[config.mk]
export PLATFORM = sky130hd
export DESIGN_NAME = cordic_phase
export DESIGN_NICKNAME = d
export VERILOG_FILES = /design/src/rtl/cordic_phase.sv
export SDC_FILE = /design/constraint.sdc
export NUM_CORES = 1
export LEC_CHECK = 0
export BUFFER_PORTS_ARGS = -buffer_cell sky130_fd_sc_hd__buf_2
export CORE_ASPECT_RATIO = 1.5
export CORE_MARGIN = 4
export CORE_UTILIZATION = 40
export DETAILED_ROUTE_END_ITERATION = 6
export SETUP_SLACK_MARGIN = 0.3
export SLEW_MARGIN = 20
export SYNTH_ARGS = -nofsm -noshare
export SYNTH_HDL_FRONTEND = slang
export SYNTH_SLANG_ARGS = --single-unit
[constraint.sdc]
create_clock -name clk -period 15 [get_ports clk]
set_input_delay 3 -clock clk [delete_from_list [all_inputs] [get_ports clk]]
set_output_delay 3 -clock clk [all_outputs]
set_load 0.005 [all_outputs]
[src/rtl/cordic_phase.sv]
// Iterative CORDIC vectoring: one I/Q pair in, atan2(y,x) out as signed Q8.10 radians.
// Latency ITER+2 cycles from accept to out_valid; in_ready is low while busy, and samples offered then are dropped.
module cordic_phase #(
    parameter int IN_W = 16,
    parameter int ITER = 12
) (
    input  logic                   clk,
    input  logic                   rst,
    input  logic                   in_valid,
    output logic                   in_ready,
    input  logic signed [IN_W-1:0] x_in,
    input  logic signed [IN_W-1:0] y_in,
    output logic                   out_valid,
    output logic signed [18:0]     phase_out
);

    localparam int W  = IN_W + 2;
    localparam int ZW = 23;
    localparam int CW = 4;

    localparam logic signed [ZW-1:0] PI_Z = 23'sd51472;
    localparam logic signed [ZW-1:0] SAT  = 23'sd3217;
    localparam logic [CW-1:0]        LAST = CW'(ITER - 1);

    typedef enum logic [1:0] {IDLE, PRE, ROT, DONE} state_t;

    state_t                state, state_nxt;
    logic signed [W-1:0]   x, y;
    logic signed [ZW-1:0]  z;
    logic [CW-1:0]         i;
    logic                  zero_in;
    logic signed [ZW-1:0]  z_rnd;
    logic signed [18:0]    phase_sat;

    // atan(2^-k) in Q14 radians
    function automatic logic signed [ZW-1:0] atan_rom(input logic [CW-1:0] k);
        case (k)
            4'd0:    atan_rom = 23'sd12868;
            4'd1:    atan_rom = 23'sd7596;
            4'd2:    atan_rom = 23'sd4014;
            4'd3:    atan_rom = 23'sd2037;
            4'd4:    atan_rom = 23'sd1023;
            4'd5:    atan_rom = 23'sd512;
            4'd6:    atan_rom = 23'sd256;
            4'd7:    atan_rom = 23'sd128;
            4'd8:    atan_rom = 23'sd64;
            4'd9:    atan_rom = 23'sd32;
            4'd10:   atan_rom = 23'sd16;
            4'd11:   atan_rom = 23'sd8;
            4'd12:   atan_rom = 23'sd4;
            4'd13:   atan_rom = 23'sd2;
            default: atan_rom = 23'sd0;
        endcase
    endfunction

    always_ff @(posedge clk or posedge rst) begin
        if (rst) state <= IDLE;
        else     state <= state_nxt;
    end

    always_comb begin
        state_nxt = state;
        case (state)
            IDLE: if (in_valid) state_nxt = PRE;
            PRE:  state_nxt = ROT;
            ROT:  if (i == LAST) state_nxt = DONE;
            DONE: state_nxt = IDLE;
            default: state_nxt = IDLE;
        endcase
    end

    always_comb begin
        in_ready = (state == IDLE);
    end

    // Q14 -> Q10 with round-half-up, then clamp to +/-pi
    assign z_rnd = (z + 23'sd8) >>> 4;

    always_comb begin
        if (z_rnd > SAT)       phase_sat = 19'sd3217;
        else if (z_rnd < -SAT) phase_sat = -19'sd3217;
        else                   phase_sat = z_rnd[18:0];
    end

    always_ff @(posedge clk or posedge rst) begin
        if (rst) begin
            x         <= '0;
            y         <= '0;
            z         <= '0;
            i         <= '0;
            zero_in   <= 1'b0;
            out_valid <= 1'b0;
            phase_out <= '0;
        end else begin
            out_valid <= 1'b0;
            case (state)
                IDLE: begin
                    if (in_valid) begin
                        x       <= {{2{x_in[IN_W-1]}}, x_in};
                        y       <= {{2{y_in[IN_W-1]}}, y_in};
                        z       <= '0;
                        i       <= '0;
                        zero_in <= (x_in == '0) && (y_in == '0);
                    end
                end
                PRE: begin
                    // fold the left half-plane onto the right; the two guard bits absorb -(-2^(IN_W-1))
                    if (x[W-1]) begin
                        x <= -x;
                        y <= -y;
                        z <= y[W-1] ? -PI_Z : PI_Z;
                    end else begin
                        z <= '0;
                    end
                    i <= '0;
                end
                ROT: begin
                    if (!y[W-1]) begin
                        x <= x + (y >>> i);
                        y <= y - (x >>> i);
                        z <= z + atan_rom(i);
                    end else begin
                        x <= x - (y >>> i);
                        y <= y + (x >>> i);
                        z <= z - atan_rom(i);
                    end
                    i <= i + CW'(1);
                end
                DONE: begin
                    // the origin would otherwise accumulate the full ATAN sum
                    phase_out <= zero_in ? 19'sd0 : phase_sat;
                    out_valid <= 1'b1;
                end
                default: ;
            endcase
        end
    end

endmodule

======== Word level (Yosys, flattened, before mapping) ========
Memory sizes are Yosys's and may differ from the RTL's.
Index checks and enable logic that the tools add are counted.
word-level totals
  register bits ........................... 86
  memory bits (read-only) ................. 448
  input bits .............................. 35
  output and inout bits ................... 21
  logic and storage cells ................. 67
  memories kept ........................... 2
operators by class
  $add $sub $neg .......................... 10
  magnitude comparators ................... 2
  equality and inequality tests ........... 7
  shift operators ......................... 2
  multiplexer cells ....................... 26
  reductions and logical operators ........ 9
memory list
  memory            depth  bits a word  rd ports  clocked after Yosys merged registers in  write ports  line  text
  (name not given)  16     14           1         0                                        0            37    case (k)
  (name not given)  16     14           1         0                                        0            37
operators with widths
  operator                                                                            count
  23-bit two-way mux                                                                  8
  18-bit two-way mux                                                                  6
  18-bit case mux with 3 select lines                                                 2
  23-bit case mux with 3 select lines                                                 1
  19-bit two-way mux                                                                  3
  18-bit adder                                                                        2
  18-bit negator                                                                      2
  18-bit by 4-bit >>> shifter with 18-bit output                                      2
  18-bit subtractor                                                                   2
  16-bit zero test                                                                    2
  23-bit adder                                                                        1
  23-bit by 5-bit adder with 23-bit output (second input constant)                    1
  23-bit subtractor                                                                   1
  19-bit by 13-bit greater-than comparator with 1-bit output (second input constant)  1
  19-bit by 13-bit < comparator with 1-bit output (second input constant)             1
  4-bit case mux with 3 select lines                                                  1
  2-bit case mux with 4 select lines                                                  1
  2-bit != test (second input constant)                                               3
  2-bit AND reduction                                                                 3
  4-bit by 1-bit adder with 4-bit output (second input constant)                      1
  2-bit equality test (second input constant)                                         2
  4-bit equality test (second input constant)                                         1
  2-bit two-way mux                                                                   2
  4-bit two-way mux                                                                   1
  other kinds (6)                                                                     6

======== Logic depth before layout (Yosys ltp) ========
An unclocked memory read counts as a cell.
  depth after elaboration ................. 6
  mapped depth ............................ 25
  mapped depth without buffers ............ 21

======== Worst setup path after synthesis ========
Ideal clock, no wire load.
  path kind ............................... flip-flop to flip-flop
  start point ............................. register i[3]
  end point ............................... register z[22]
  library setup time ...................... 0.129 ns
  data arrival time ....................... 4.907 ns
  data required time ...................... 14.871 ns
  setup slack ............................. 9.964 ns
  cell stages (with the launch flop) ...... 24
  path buffers ............................ 6
  cell sequence ........................... dfrtp_1 -> buf_2 -> clkbuf_1 -> clkbuf_1 -> buf_1 -> clkbuf_1 -> or2_2 -> ha_1 -> o21a_1 -> a31oi_1 -> a21oi_1 -> and2_1 -> clkbuf_1 -> xor2_1 -> ha_1 -> o21a_1 -> o211ai_1 -> o22a_1 -> o211ai_1 -> a31oi_1 -> o21bai_1 -> xnor2_1 -> and3_1 -> a2111o_1
on the way
  cells in the longest elaborated chain, start to end .. 6
  elaborated cells between the ends (all ways) .. 10
  those cells by class .................... add/sub: 2; mux: 6; memory: 2
RTL lines
  element                                            line      text
  start, declared                                    30        logic [CW-1:0] i;
  start signal, assigned                             127       i <= i + CW'(1);
  memory read 16 x 14 bit                            -
  23-bit two-way mux                                 118       if (!y[W-1]) begin
  23-bit two-way mux                                 96        case (state)
  23-bit adder or 23-bit subtractor (tied branches)  121, 125
  23-bit two-way mux (*)                             118
  23-bit case mux with 3 select lines (*)            96
  end signal, assigned                               111       z <= y[W-1] ? -PI_Z : PI_Z;
  end signal, assigned                               121       z <= z + atan_rom(i);
  end signal, assigned                               125       z <= z - atan_rom(i);
  end, declared                                      29        logic signed [ZW-1:0] z;
Every way passes the cells marked *; elsewhere a longest branch is shown, timed or not. The select of a mux whose other input is x is not followed.
A chain may end at the register's enable or synchronous reset.

======== Final worst setup path ========
  start point ............................. register i[1]
  end point ............................... register x[17]
on the way
  cells in the longest elaborated chain, start to end .. 4
  elaborated cells between the ends (all ways) .. 5
  those cells by class .................... add/sub: 2; shift: 1; mux: 2
RTL lines
  element                                             line      text
  18-bit by 4-bit >>> shifter with 18-bit output (*)  119, 123
  18-bit adder or 18-bit subtractor (tied branches)   119, 123
  18-bit two-way mux (*)                              118
  18-bit case mux with 3 select lines (*)             96
  end signal, assigned                                99        x <= {{2{x_in[IN_W-1]}}, x_in};
  end signal, assigned                                119       x <= x + (y >>> i);
  end signal, assigned                                123       x <= x - (y >>> i);
  end, declared                                       28        logic signed [W-1:0] x, y;
Every way passes the cells marked *; elsewhere a longest branch is shown, timed or not.

==> results.json <==
{
  "ys_seq_area_share_pct": 19.4,
  "crit_cells": 19,
  "synth_top_area_share_pct": 19.4,
  "min_period_over_period_pct": 38.4,
  "htreeDepth": 3,
  "yosysWarnings": 0,
  "max_freq_mhz": 174,
  "worstPathMaxFanout": 56,
  "yosys-top-cells-area": "dfrtp_1 19%, ha_1 8.7%, mux4_2 6.7%",
  "hp-class": "reg -> reg",
  "wl_met2_um": 19200,
  "relSlewSlack_pct": 33.1,
  "grt_usage_pct": 24.2,
  "cp-end-kind": "register",
  "cp_data_required_time_ns": 15.24,
  "cpPeakStageDelay_ns": 0.59,
  "cp-endpoint": "x[17]",
  "synth.net_count": 1525,
  "viasPerCell": 6.21,
  "finalClockSkew_ns": 0.0136,
  "synth_edf_count": 0,
  "startpoint": "i[1]",
  "final_nets": 1512,
  "clk_latency_ns": 0.37,
  "hold_viol_final": 0,
  "antenna_cells": 0,
  "synth_area_um2": 11100,
  "dpl.hpwl_um": 27800,
  "wl_per_cell_um": 21.2,
  "rows": 74,
  "setup_tns_ns": 0,
  "rsz0062_at_grt": "no",
  "met1_length_um": 13800,
  "worstReg2RegEnd": "x[17]",
  "gp_congestion": 0.942,
  "cts_setup_buffers": 0,
  "rrSetupSlack_ns": 9.25,
  "reg2reg_depth": 19,
  "drv_slew": 0,
  "cp_num_buf_inv": 1,
  "async_reset_ff_share_pct": 100,
  "die-area_um2": 30600,
  "die_x_um": 144,
  "reg2reg_from": "i[1]",
  "postCtsResizedCells": 0,
  "antenna_found_initial": 0,
  "routed_wl_um": 37000,
  "cts_buffers": 9,
  "port_buffers": 55,
  "crit_family": "compound AO/OA/AOI/OAI gates",
  "status": "complete, no violations",
  "holdBufCountCts": 0,
  "cts_root_buffer": "clkbuf_16",
  "first_global_vias": 10600,
  "syn_to_final_growth_pct": 7.16,
  "crit_type": "reg -> reg",
  "synth_cell_types": 76,
  "synthFlopType": "dfrtp_1",
  "routed.top_layer": "met4",
  "core_area_um2": 27300,
  "met3_length_um": 1580,
  "die_height_um": 212,
  "ys_ff_latch": 86,
  "grt_first_pass_wirelength_um": 58300,
  "clock-sinks": 86,
  "grt_max_degree": 59,
  "fin_crit_ns": 5.75,
  "start_util_pct": 40.7,
  "synth_top_area_cell": "dfrtp_1",
  "vias": 10800,
  "avgSynthCellArea_um2": 7.89,
  "crit_chain": "buf_4 -> mux4_2 -> mux2i_1 -> mux2i_1 -> a211oi_2 -> and3_1 -> a31oi_1 -> o211ai_1 -> o211ai_1 -> o21ai_0 -> ha_1 -> a21o_1 -> a21oi_1 -> o21bai_1 -> o31a_1 -> a31oi_1 -> mux2_2 -> a21oi_1 -> o211ai_1",
  "clk_path_buf_depth": 2,
  "setup_viol": 0,
  "cp_slowest_cell": "mux4_2",
  "cp.arrival_ns": 5.99,
  "drc": 0,
  "io_pins": 56,
  "drt_iter0_drc": 857,
  "n_fill_cell": 2774,
  "drv_cap": 0,
  "clk_pin_slew_ns": 0.08,
  "start_kind": "register",
  "syn_inst": 1410,
  "worstMarginPinSlew_ns": 0.994,
  "drive_gt1_share_pct": 10.7,
  "grt.overflow.total": 0,
  "cpMostUsedCell": "o211ai_1",
  "tritoncts": "done",
  "first_pass_iters": 5,
  "antenna_left": 0
}
==> synth_stat cells, types with 13 or more instances <==
library cell    n
ha_1           77
nor3_1         48
inv_1          58
mux2i_1        31
a211oi_1       13
o21ai_0       103
xnor2_1        80
nor4_1         21
o22ai_1        25
nand3_1        31
dfrtp_1        86
a21o_1         20
nor2b_1        15
mux4_2         33
o211ai_1       21
o31ai_1        21
a221oi_1       17
or3_1          18
a21oi_1        94
nor2_1        127
clkbuf_1       68
o21a_1         18
a31oi_1        24
nand2b_1       25
nand2_1       117
xor2_1         45
==> tightest hold or removal path, cell delays in order (launching register included) <==
cell and delay (ns):
dfrtp_1 0.34, nand2b_1 0.06, nand3_1 0.07
==> routing by layer <==
layer  vias up  global-route usage (%)
met5         -                       0
met4         0                    14.2
met3       117                    2.36
met2       374                    44.7
met1      5152                    26.5
li1       5182                       -
==> registers in the layout, indices dropped and copies added, names as in the netlist <==
register	flops
z	23
y	18
state	2
i	4
phase_out	19
zero_in	1
x	18
out_valid	1
==> layout by cell type (no fill, tap or decap), types with 4 or more instances in the layout <==
cell and count:
a21o_1 20, a211oi_1 13, nor3_1 48, nor4_1 21, xor2_1 45, and3_1 11
mux2_2 8, nor3b_1 4, dfrtp_1 83, o41ai_1 7, and4_1 4, o221ai_1 6
o211ai_1 21, nand2_1 117, o21a_1 18, o31ai_1 21, inv_1 57, a21oi_1 94
nor2_1 127, a32oi_1 5, nand3_1 31, o21bai_1 6, o22ai_1 25, nor2b_1 15
ha_1 77, o21ai_0 103, clkbuf_16 9, a22oi_1 6, mux4_2 33, and2_1 10
a221oi_1 17, nand4_1 6, or2_2 5, mux2i_1 31, or3_1 18, buf_2 55
nand2b_1 25, a31oi_1 24, buf_4 18, xnor2_1 80
==> how the worst min path moves through the flow <==
stage	startpoint	end	slack [ns]	cells past startpoint
6_report	phase_out[0]	phase_out[0]	0.50	2
5_1_grt	phase_out[0]	phase_out[0]	0.55	2
4_1_cts	phase_out[0]	phase_out[0]	0.51	2
3_5_place_dp	phase_out[0]	phase_out[0]	0.49	2
3_3_place_gp	phase_out[0]	phase_out[0]	0.48	2
2_1_floorplan	z[2]	z[2]	0.46	2
==> through the flow <==
stage / hold WS (ns) / area, µm² / utilization (%) / setup WS (ns) / std cells
final: 0.502 / 11900 / 43.6 / 9.25 / 1743
after global routing: 0.548 / 11900 / 43.6 / 8.86 / 1743
after CTS: 0.507 / 11900 / 43.6 / 9.24 / 1743
after detailed placement: 0.489 / 11600 / 42.4 / 9.27 / 1728
after global placement: 0.485 / 11600 / 42.4 / 9.39 / 1728
after floorplan: 0.455 / 11100 / - / 9.78 / 1410
==> cells by family (layout without fill, tap and decap cells) <==
logic type	after synthesis	count (layout)	share of synthesized area [%]
and+or+nand+nor	453	453	19.7
AOI/OAI and AO/OA	433	433	25.2
buffers and inverters	158	149	5.65
xor gates and xnor gates	125	125	9.84
DFF	86	86	19.4
adders and majority gates	80	80	9.20
muxes	75	75	11.0
==> final cells by class <==
class / instances / area [µm²] / area share [%]
Multi-Input combinational cell: 1166 / 8350 / 70.1
Clock inverter: 6 / 111 / 0.934
Timing Repair Buffer: 73 / 410 / 3.44
Tap cell: 342 / 428 / 3.59
Inverter: 61 / 231 / 1.94
Sequential cell: 86 / 2160 / 18.1
Clock buffer: 9 / 225 / 1.89
Power is left out: the tool's default activity adds up to more than one toggle a clock period on the data nets, which glitch-free logic cannot reach.
